**src/rtl/audio_i2s_transmitter_if.sv**
```systemverilog
// Sample path and I2S pins of the audio transmitter, bundled as one port.
// slave: the transmitter itself; master: the producer/DAC side that drives i_sample.
interface audio_i2s_transmitter_if;
    logic [8:0] i_sample;
    logic       o_sample_stb;
    logic       o_bclk;
    logic       o_lrclk;
    logic       o_sdata;

    modport slave (
        input  i_sample,
        output o_sample_stb,
        output o_bclk,
        output o_lrclk,
        output o_sdata
    );

    modport master (
        output i_sample,
        input  o_sample_stb,
        input  o_bclk,
        input  o_lrclk,
        input  o_sdata
    );
endinterface

```
**src/rtl/audio_i2s_transmitter.sv**
```systemverilog
// Mono 9-bit offset-binary sample to 16-bit I2S stream, captured once per frame.
// Define AUDIO_I2S_LJ_EN for left-justified framing instead of standard I2S.
module audio_i2s_transmitter #(
    parameter int CLOCK_FREQ  = 12_288_000,
    parameter int SAMPLE_RATE = 48_000
) (
    input  logic                   i_clk,
    input  logic                   i_rst,
    audio_i2s_transmitter_if.slave bus
);

    localparam int HALF  = CLOCK_FREQ / (SAMPLE_RATE * 128);
    localparam int CNT_W = (HALF > 1) ? $clog2(HALF) : 1;

    generate
        if (HALF < 1 || CLOCK_FREQ != SAMPLE_RATE * 128 * HALF) begin : g_bad_ratio
            $error("CLOCK_FREQ must be an integer multiple (>=1) of SAMPLE_RATE*128");
        end
    endgenerate

    // Offset-binary to two's complement, scaled to the top of a 16-bit word.
    function automatic logic signed [15:0] f_convert(input logic [8:0] s);
        return signed'({~s[8], s[7:0], 7'd0});
    endfunction

    function automatic logic f_slot_bit(input logic signed [15:0] w, input logic [5:0] bc);
        logic [4:0] p;
`ifdef AUDIO_I2S_LJ_EN
        p = bc[4:0];
`else
        p = 5'(bc - 6'd1);
`endif
        if (p[4]) return 1'b0;
        return w[~p[3:0]];
    endfunction

    logic [CNT_W-1:0]   r_cnt;
    logic               r_bclk;
    logic [5:0]         r_bit_cnt;
    logic               r_lrclk;
    logic               r_sdata;
    logic               r_stb;
    logic signed [15:0] r_word;

    logic               w_wrap;
    logic               w_fall;
    logic [5:0]         w_bit_nxt;

    assign w_wrap    = (r_cnt == CNT_W'(HALF - 1));
    assign w_fall    = w_wrap && r_bclk;
    assign w_bit_nxt = r_bit_cnt + 6'd1;

    // Everything except the divider advances only on the BCLK falling edge.
    always_ff @(posedge i_clk or posedge i_rst) begin
        if (i_rst) begin
            r_cnt     <= '0;
            r_bclk    <= 1'b0;
            r_bit_cnt <= 6'd0;
            r_lrclk   <= 1'b0;
            r_sdata   <= 1'b0;
            r_stb     <= 1'b0;
            r_word    <= '0;
        end else begin
            r_stb <= 1'b0;
            if (w_wrap) begin
                r_cnt  <= '0;
                r_bclk <= ~r_bclk;
            end else begin
                r_cnt  <= r_cnt + 1'b1;
            end
            if (w_fall) begin
                r_bit_cnt <= w_bit_nxt;
                r_lrclk   <= w_bit_nxt[5];
                r_sdata   <= f_slot_bit(r_word, w_bit_nxt);
                // Slot 63 is padding in both framings, so swapping the word here never tears.
                if (w_bit_nxt == 6'd63) begin
                    r_word <= f_convert(bus.i_sample);
                    r_stb  <= 1'b1;
                end
            end
        end
    end

    assign bus.o_sample_stb = r_stb;
    assign bus.o_bclk       = r_bclk;
    assign bus.o_lrclk      = r_lrclk;
    assign bus.o_sdata      = r_sdata;

endmodule
```
**src/flat_wrapper.sv**
```systemverilog
// flat-port wrapper written by rule: the top's interface ports become plain ports
module audio_i2s_transmitter_flat 
#(
    parameter int CLOCK_FREQ  = 12_288_000,
    parameter int SAMPLE_RATE = 48_000
)
  (i_clk, i_rst, bus_i_sample, bus_o_sample_stb, bus_o_bclk, bus_o_lrclk, bus_o_sdata);
  audio_i2s_transmitter_if bus_i ();
  input  logic i_clk;
  input  logic i_rst;
  input wire logic [$bits(bus_i.i_sample)-1:0] bus_i_sample;
  output wire logic [$bits(bus_i.o_sample_stb)-1:0] bus_o_sample_stb;
  output wire logic [$bits(bus_i.o_bclk)-1:0] bus_o_bclk;
  output wire logic [$bits(bus_i.o_lrclk)-1:0] bus_o_lrclk;
  output wire logic [$bits(bus_i.o_sdata)-1:0] bus_o_sdata;
  assign bus_i.i_sample = bus_i_sample;
  assign bus_o_sample_stb = bus_i.o_sample_stb;
  assign bus_o_bclk = bus_i.o_bclk;
  assign bus_o_lrclk = bus_i.o_lrclk;
  assign bus_o_sdata = bus_i.o_sdata;
  audio_i2s_transmitter #(.CLOCK_FREQ(CLOCK_FREQ), .SAMPLE_RATE(SAMPLE_RATE)) u_core (.i_clk(i_clk), .i_rst(i_rst), .bus(bus_i));
endmodule
```
**config.mk**
```make
export PLATFORM = sky130hd
export DESIGN_NAME = audio_i2s_transmitter_flat
export DESIGN_NICKNAME = d
export VERILOG_FILES = /design/src/rtl/audio_i2s_transmitter_if.sv /design/src/rtl/audio_i2s_transmitter.sv /design/src/flat_wrapper.sv
export SDC_FILE = /design/constraint.sdc
export NUM_CORES = 1
export LEC_CHECK = 0
export ABC_CLOCK_PERIOD_IN_PS = 3800
export CAP_MARGIN = 20
export CORE_MARGIN = 2
export CORE_UTILIZATION = 30
export DETAILED_ROUTE_END_ITERATION = 6
export GPL_ROUTABILITY_DRIVEN = 0
export PLACE_DENSITY = 0.55
export SLEW_MARGIN = 5
export SYNTH_ARGS = -nofsm -noshare
export SYNTH_HDL_FRONTEND = slang
export SYNTH_SLANG_ARGS = --single-unit
```
**constraint.sdc**
```tcl
create_clock -name i_clk -period 3.8 [get_ports i_clk]
set_input_delay 0.76 -clock i_clk [delete_from_list [all_inputs] [get_ports i_clk]]
set_output_delay 0.76 -clock i_clk [all_outputs]
set_load 0.02 [all_outputs]
```
# Yosys cells after proc, flatten, opt, wreduce, memory -nomap -nowiden
# Cells that the tools add are included.
# totals
elab_cells	26
regBits	20
in_bits	11
output_inout_bits	4
# op_classes
bitwise_logic	3
add_sub_neg	3
n_mux	9
reduce_logical	2
n_eq_ne	1
magnitude_cmp	1
# op_table
cell	n
2-to-1 mux 1 bit	8
adder 6 x 1 -> 6 bit, second input constant	1
equality test 6 bit, second input constant	1
< comparator 4 x 5 -> 1 bit, second input constant	1
subtractor 5 x 1 -> 5 bit, second input constant	1
binary-select mux 1 bit (select 4 bit)	1
NOT 4 bit	1
NOT 1 bit	2
AND reduction 2 bit	1
adder 1 bit, second input constant	1
logical AND 1 bit	1

# Longest topological paths before layout
# Gate-level depths: netlist (run 1).
# depth
ltp_word	6
mapped_depth	8
depth_no_buf	8

# Worst setup path before layout (run 1)
# OpenSTA, ideal clock, no wires.
# synth_timing
kind	register to register
from	register u_core.r_bit_cnt[0]
to	register u_core.r_word[10]
slack_ns	1.942
synth_period_minus_slack_ns	1.858
t_arrival_ns	1.733
required_time_ns	3.675
n_path_buf	2
setup_time_ns	0.125
stages_incl_launch_ff	8
cell_sequence	dfrtp_1 > ha_1 > buf_6 > nand3b_1 > a21boi_1 > o2111ai_2 > buf_6 > mux2_4
# synth_between
elab_chain_cells	3
# synth_rtl
item	line_no	text
start: declaration	audio_i2s_transmitter.sv:39	logic [5:0] r_bit_cnt;
start signal: assignment	audio_i2s_transmitter.sv:72	r_bit_cnt <= w_bit_nxt;
adder 6 x 1 -> 6 bit	audio_i2s_transmitter.sv:51	assign w_bit_nxt = r_bit_cnt + 6'd1;
equality test 6 bit	audio_i2s_transmitter.sv:76	if (w_bit_nxt == 6'd63) begin
AND reduction 2 bit (no source line)	-	
end signal: assignment	audio_i2s_transmitter.sv:77	r_word <= f_convert(bus.i_sample);
end: declaration	audio_i2s_transmitter.sv:43	logic signed [15:0] r_word;
# No other way between the ends.
# A chain may end at the register's enable or synchronous reset.

# Final worst setup path (run 1)
# layout_timing
from	register u_core.r_bit_cnt[0]
to	register u_core.r_word[8]
# The elaborated chain is that of the path after synthesis.

==> out/metrics.csv, run 1 <==
metric,value,unit
cell accounting for the most synthesized area,dfrtp_1,
async set-reset flop share out of synthesis,100,%
"Non-Filler Cell Area, Final",1240,µm²
hold bufs inserted after CTS,0,
syn avg cell area,12.5,µm²
FF-to-FF setup slack,1.45,ns
area delta synth->final,17.2,%
I/O Buffers,14,
Initial Util,31.5,%
top-area cell type share of the netlist area,44.9,%
min-delay src,u_core.r_word[15]$_DFFE_PP0P_,
"Core Util, Final",36.9,%
final hold vios,0,
number of max-cap violations,0,
static leakage power,0.000546,µW
die height,63.4,µm
Worst EP required,4.00,ns
GRT Total Usage,10.4,%
Syn Nets,99,
Via-to-Cell Ratio,4.48,
clock latency on the worst-skew pair,0.30,ns
RSZ-0062 raised after global routing,no,
vias,645,
H-tree lvl count,1,
Residual DRC,0,
"count leader, synth",dfrtp_1,
Iter 0 DRT Violations,12,
CTS tree,yes,
Final period util,61.8,%
Area contributors post-synth,"dfrtp_1 45%, mux2_4 9.9%, xnor2_1 6.6%",
"Slew Viols, Final",0,
Non-Filler Instances,144,
Clock Skew,0.00477,ns
reg-to-reg startpoint,u_core.r_bit_cnt[0]$_DFFE_PP0P_,
number of cell rows,21,
max_slew headroom,50.1,%
final setup margin,1.45,ns
setup bufs post-CTS,0,
grt ovf,0,
Ports,15,
Clock Tree Buf Depth,2,
Crit Path Class,register to register,
crit-path max cell delay,0.62,ns
"Arr. time, crit path",2.55,ns
Mapped Cells,85,
"Seq/Total Area, Yosys",44.9,%
Slowest cell on crit path,o2111ai_2,
Routed WL per cell,12.6,µm
# clock sinks,19,
first-pass GRT wire length,3220,µm
remaining antenna violation count after routing,0,
Yosys reg bits,19,
pre-CTS setup slack,1.46,ns
Resized cells post-CTS,0,
crit-path cells,ha_1 > nand3b_1 > a21boi_1 > o2111ai_2 > mux2_2,
Root Buffer,clkbuf_4,
min Tclk post-route,2.35,ns
Area after DPL,1210,µm²
Hold WC Path Type,register to register,
vias in the first global route,682,
worst setup path start,u_core.r_bit_cnt[0]$_DFFE_PP0P_,
drt first pass iters,3,
Post-synth EDFFs,0,
Max rail drop VDD,0.129,mV
endpoints failing setup,0,
die area,4020,µm²
CORE AREA,3360,µm²
"Warnings, synthesis",0,
share of cells above drive strength 1,16.3,%
ANT cells,0,
antenna violations before repair,0,
Die X,63.4,µm
clk slew on worst S/H paths,0.12,ns
pin count of the biggest net entering global routing,20,
post-DP HPWL,1360,µm
P per Cell Area,273,nW/µm²
"critical path fanouts, max",11,
Critical Path Sink Type,register,
# placed instances,140,
"Top FF cell, synth",dfrtp_1,
Mapped Area,1060,µm²
Num CTS Buffers,3,
final wirelength,1820,µm
CP startpoint kind,register,
FMAX,426,MHz
status,"finished, final reports clean",
commonest cells in the netlist,"19 x dfrtp_1, 8 x xnor2_1, 7 x mux2_4, 6 x nand2_1, 5 x inv_1",
Setup TNS Final,0,ns
Final Net Count,113,
synth unique cells,35,
Least-Margin Pin Slew,0.747,ns
==> registers in the layout (all words and copies together) (netlist names) <==
name and flops:
u_core.bus.o_bclk 1, u_core.bus.o_sdata 1, u_core.r_word 9, u_core.bus.o_sample_stb 1, u_core.r_bit_cnt 6, u_core.r_cnt 1
==> worst paths after layout <==
path,endpoint,depth (start not counted)
worst min register to register,u_core.r_word[15]$_DFFE_PP0P_,2
worst max register to register,u_core.r_word[8]$_DFFE_PP0P_,5
worst max-delay path,u_core.r_word[8]$_DFFE_PP0P_,5
max in group asynchronous,u_core.bus.o_bclk$_DFFE_PP0P_,2
min in group asynchronous,u_core.r_bit_cnt[3]$_DFFE_PP0P_,2
worst min-delay path,u_core.r_word[15]$_DFFE_PP0P_,2
==> power breakdown <==
| part | leakage [µW] | internal [µW] | switching (µW) | total, µW |
|---|---|---|---|---|
| clock network | 0.0000177 | 39.3 | 69.7 | 109 |
| registers | 0.000227 | 206 | 2.43 | 209 |
| logic | 0.000301 | 15.3 | 6.49 | 21.7 |
| total | 0.000546 | 261 | 78.6 | 340 |
==> cell type report <==
| class | count | area (µm²) |
|---|---|---|
| clock buffer | 3 | 22.5 |
| clock inverter | 1 | 5.00 |
| fill | 355 | 2120 |
| inverter | 5 | 18.8 |
| multi-input combinational | 56 | 523 |
| sequential | 19 | 475 |
| tap | 46 | 57.6 |
| timing repair buffer | 14 | 140 |
==> stage by stage <==
step | hold slack, ns | total power (µW)
after floorplan | 0.442 | 222
after global placement | 0.475 | 235
after detailed placement | 0.473 | 235
after CTS | 0.500 | 343
after global routing | 0.537 | 354
final | 0.497 | 340
==> routing by layer <==
layer | up-vias | track usage (%) | part of all wire (%)
met4 | 0 | 4.08 | 0.22
met1 | 306 | 13.2 | 48
met2 | 13 | 16.7 | 47
met3 | 2 | 2.68 | 4.0
li1 | 324 | - | -
met5 | - | 0 | 0
==> kinds of logic after synthesis <==
family	synth area share (%)
buffers and inverters	5.78
AOI/OAI and AO/OA	7.44
muxes	17.8
DFF	44.9
and+or+nand+nor	12.3
xor gates and xnor gates	8.27
adders and majority gates	3.54
==> cells in the final DEF (no fill, tap or decap), types with 2 or more instances in the layout <==
master / n
nand2_1: 6
ha_1: 3
clkbuf_4: 3
mux2i_1: 2
xnor2_1: 8
clkdlybuf4s50_1: 14
mux4_1: 2
nand3_1: 2
inv_1: 5
mux2_4: 7
xor2_1: 2
a21oi_1: 2
o21ai_0: 2
dfrtp_1: 19
==> critical path, delay by kind of cell (launching register included) <==
family / cells / cell delay, ns
flops: 1 / 0.52
compound gates: 2 / 0.70
simple gates: 1 / 0.16
fa+ha+maj: 1 / 0.46
mux: 1 / 0.40
Note: power is estimated with default switching activity, not from simulation.
==> inputs of run 2 (changes only) <==
- ABC_CLOCK_PERIOD_IN_PS: 3800 -> 2310
- clock period: 3.8 -> 2.31 ns (I/O delays scaled with it)
==> run 2 against run 1 <==
Clock skew up 0.0055 ns. Combinational power up 72%. Global-route usage up 0.19 points. First-iteration DRC count up 92%. Critical path depth up 1. Routed wire length up 5.1%. Clock-buffer cell count unchanged. Largest cell class unchanged.
==> out/metrics.csv, run 2 (synthesis results as in run 1) <==
metric,value,unit
status,"finished, final reports clean",
Final period util,87.5,%
drt first pass iters,4,
clk slew on worst S/H paths,0.13,ns
number of cell rows,21,
Ports,15,
final hold vios,0,
Clock Skew,0.0103,ns
Resized cells post-CTS,0,
Non-Filler Instances,149,
CP startpoint kind,register,
H-tree lvl count,1,
Via-to-Cell Ratio,4.58,
CTS tree,yes,
Worst EP required,2.52,ns
antenna violations before repair,0,
clock latency on the worst-skew pair,0.31,ns
# placed instances,145,
Final Hold Slack,0.464,ns
max_slew headroom,71.1,%
Least-Margin Pin Slew,0.434,ns
first-pass GRT wire length,3280,µm
"commonest non-fill, non-tap cell in the layout",dfrtp_1,
FF-to-FF setup slack,0.29,ns
ANT cells,0,
Die X,63.4,µm
worst setup path start,u_core.r_bit_cnt[0]$_DFFE_PP0P_,
final wirelength,1910,µm
Hold WC Path Type,input port to asynchronous set/reset pin,
Routed WL per cell,12.8,µm
Residual DRC,0,
RSZ-0062 raised after global routing,no,
"critical path fanouts, max",6,
"Arr. time, crit path",2.23,ns
"Slew Viols, Final",0,
pre-CTS setup slack,0.289,ns
share of cells above drive strength 1,20.4,%
area delta synth->final,21.0,%
vias,683,
Critical Path Sink Type,register,
CORE AREA,3360,µm²
hold bufs inserted after CTS,0,
"Core Util, Final",38.1,%
Setup TNS Final,0,ns
vias in the first global route,710,
die height,63.4,µm
Num CTS Buffers,3,
reg-to-reg startpoint,u_core.r_bit_cnt[0]$_DFFE_PP0P_,
Max rail drop VDD,0.364,mV
# clock sinks,19,
Crit Path Class,register to register,
P per Cell Area,439,nW/µm²
final setup margin,0.288,ns
pin count of the biggest net entering global routing,20,
Iter 0 DRT Violations,23,
I/O Buffers,14,
min Tclk post-route,2.02,ns
setup bufs post-CTS,0,
number of max-cap violations,0,
FMAX,494,MHz
remaining antenna violation count after routing,0,
grt ovf,0,
GRT Total Usage,10.5,%
die area,4020,µm²
Initial Util,31.5,%
Largest regs,"u_core.r_word: 9 flops, u_core.r_bit_cnt: 6 flops",
Clock Tree Buf Depth,2,
max FFs per register,9,
static leakage power,0.000568,µW
post-DP HPWL,1440,µm
Final Net Count,118,
endpoints failing setup,0,
most frequent cells in the layout,"19 x dfrtp_1, 14 x clkdlybuf4s50_1, 8 x xnor2_1, 7 x mux2_4, 6 x nand2_1",
Biggest register,u_core.r_word,
Fillers,362,
Root Buffer,clkbuf_4,
run 2: cell types whose count changed in the layout (fill, tap and decap cells not counted), sizes merged:
cell      previous run  this run
buf                  0         5
clkinv               1         0
clkinvlp             0         1
run 2: worst max-delay path: stages, from the launching register on:
cell	delay (ns)
dfrtp_1	0.46
ha_1	0.29
nand3b_1	0.18
a21boi_1	0.16
o2111ai_2	0.28
buf_4	0.26
mux2_4	0.30
run 2: through the flow:
stage	power [µW]	cell area, µm²
2_1_floorplan	365	1060
3_3_place_gp	387	1250
3_5_place_dp	389	1250
4_1_cts	572	1280
5_1_grt	590	1280
6_report	563	1280
run 2: area by class of cell:
cell class / instances / area, µm² / area share (%)
Clock inverter: 1 / 7.51 / 0.585
Clock buffer: 3 / 22.5 / 1.76
Multi-Input combinational cell: 56 / 523 / 40.8
Sequential cell: 19 / 475 / 37.1
Timing Repair Buffer: 19 / 178 / 13.9
Tap cell: 46 / 57.6 / 4.49
Inverter: 5 / 18.8 / 1.46
run 2: path summary, 6_finish.rpt:
kind / endpoint / depth (start not counted)
hold / removal: u_core.bus.o_sample_stb$_DFF_PP0_ / 3
max in group asynchronous: u_core.r_word[7]$_DFFE_PP0P_ / 3
setup reg to reg: u_core.r_word[13]$_DFFE_PP0P_ / 6
hold reg to reg: u_core.r_cnt$_DFF_PP0_ / 1
setup / recovery: u_core.r_word[13]$_DFFE_PP0P_ / 6
min in group i_clk: u_core.r_cnt$_DFF_PP0_ / 1
run 2: report_power, final:
| part | internal [µW] | switching, µW | leakage, µW | total, µW |
|---|---|---|---|---|
| registers | 340 | 4.10 | 0.000227 | 344 |
| clock network | 66.1 | 116 | 0.0000139 | 182 |
| logic | 26.3 | 11.1 | 0.000327 | 37.4 |
run 2: layer usage:
| metal | up-vias | track usage (%) | part of all wire, % |
|---|---|---|---|
| li1 | 336 | - | - |
| met1 | 331 | 13.8 | 49 |
| met2 | 16 | 17.4 | 46 |
| met3 | 0 | 3.39 | 4.8 |
| met4 | 0 | 1.63 | 0 |
| met5 | - | 0 | 0 |
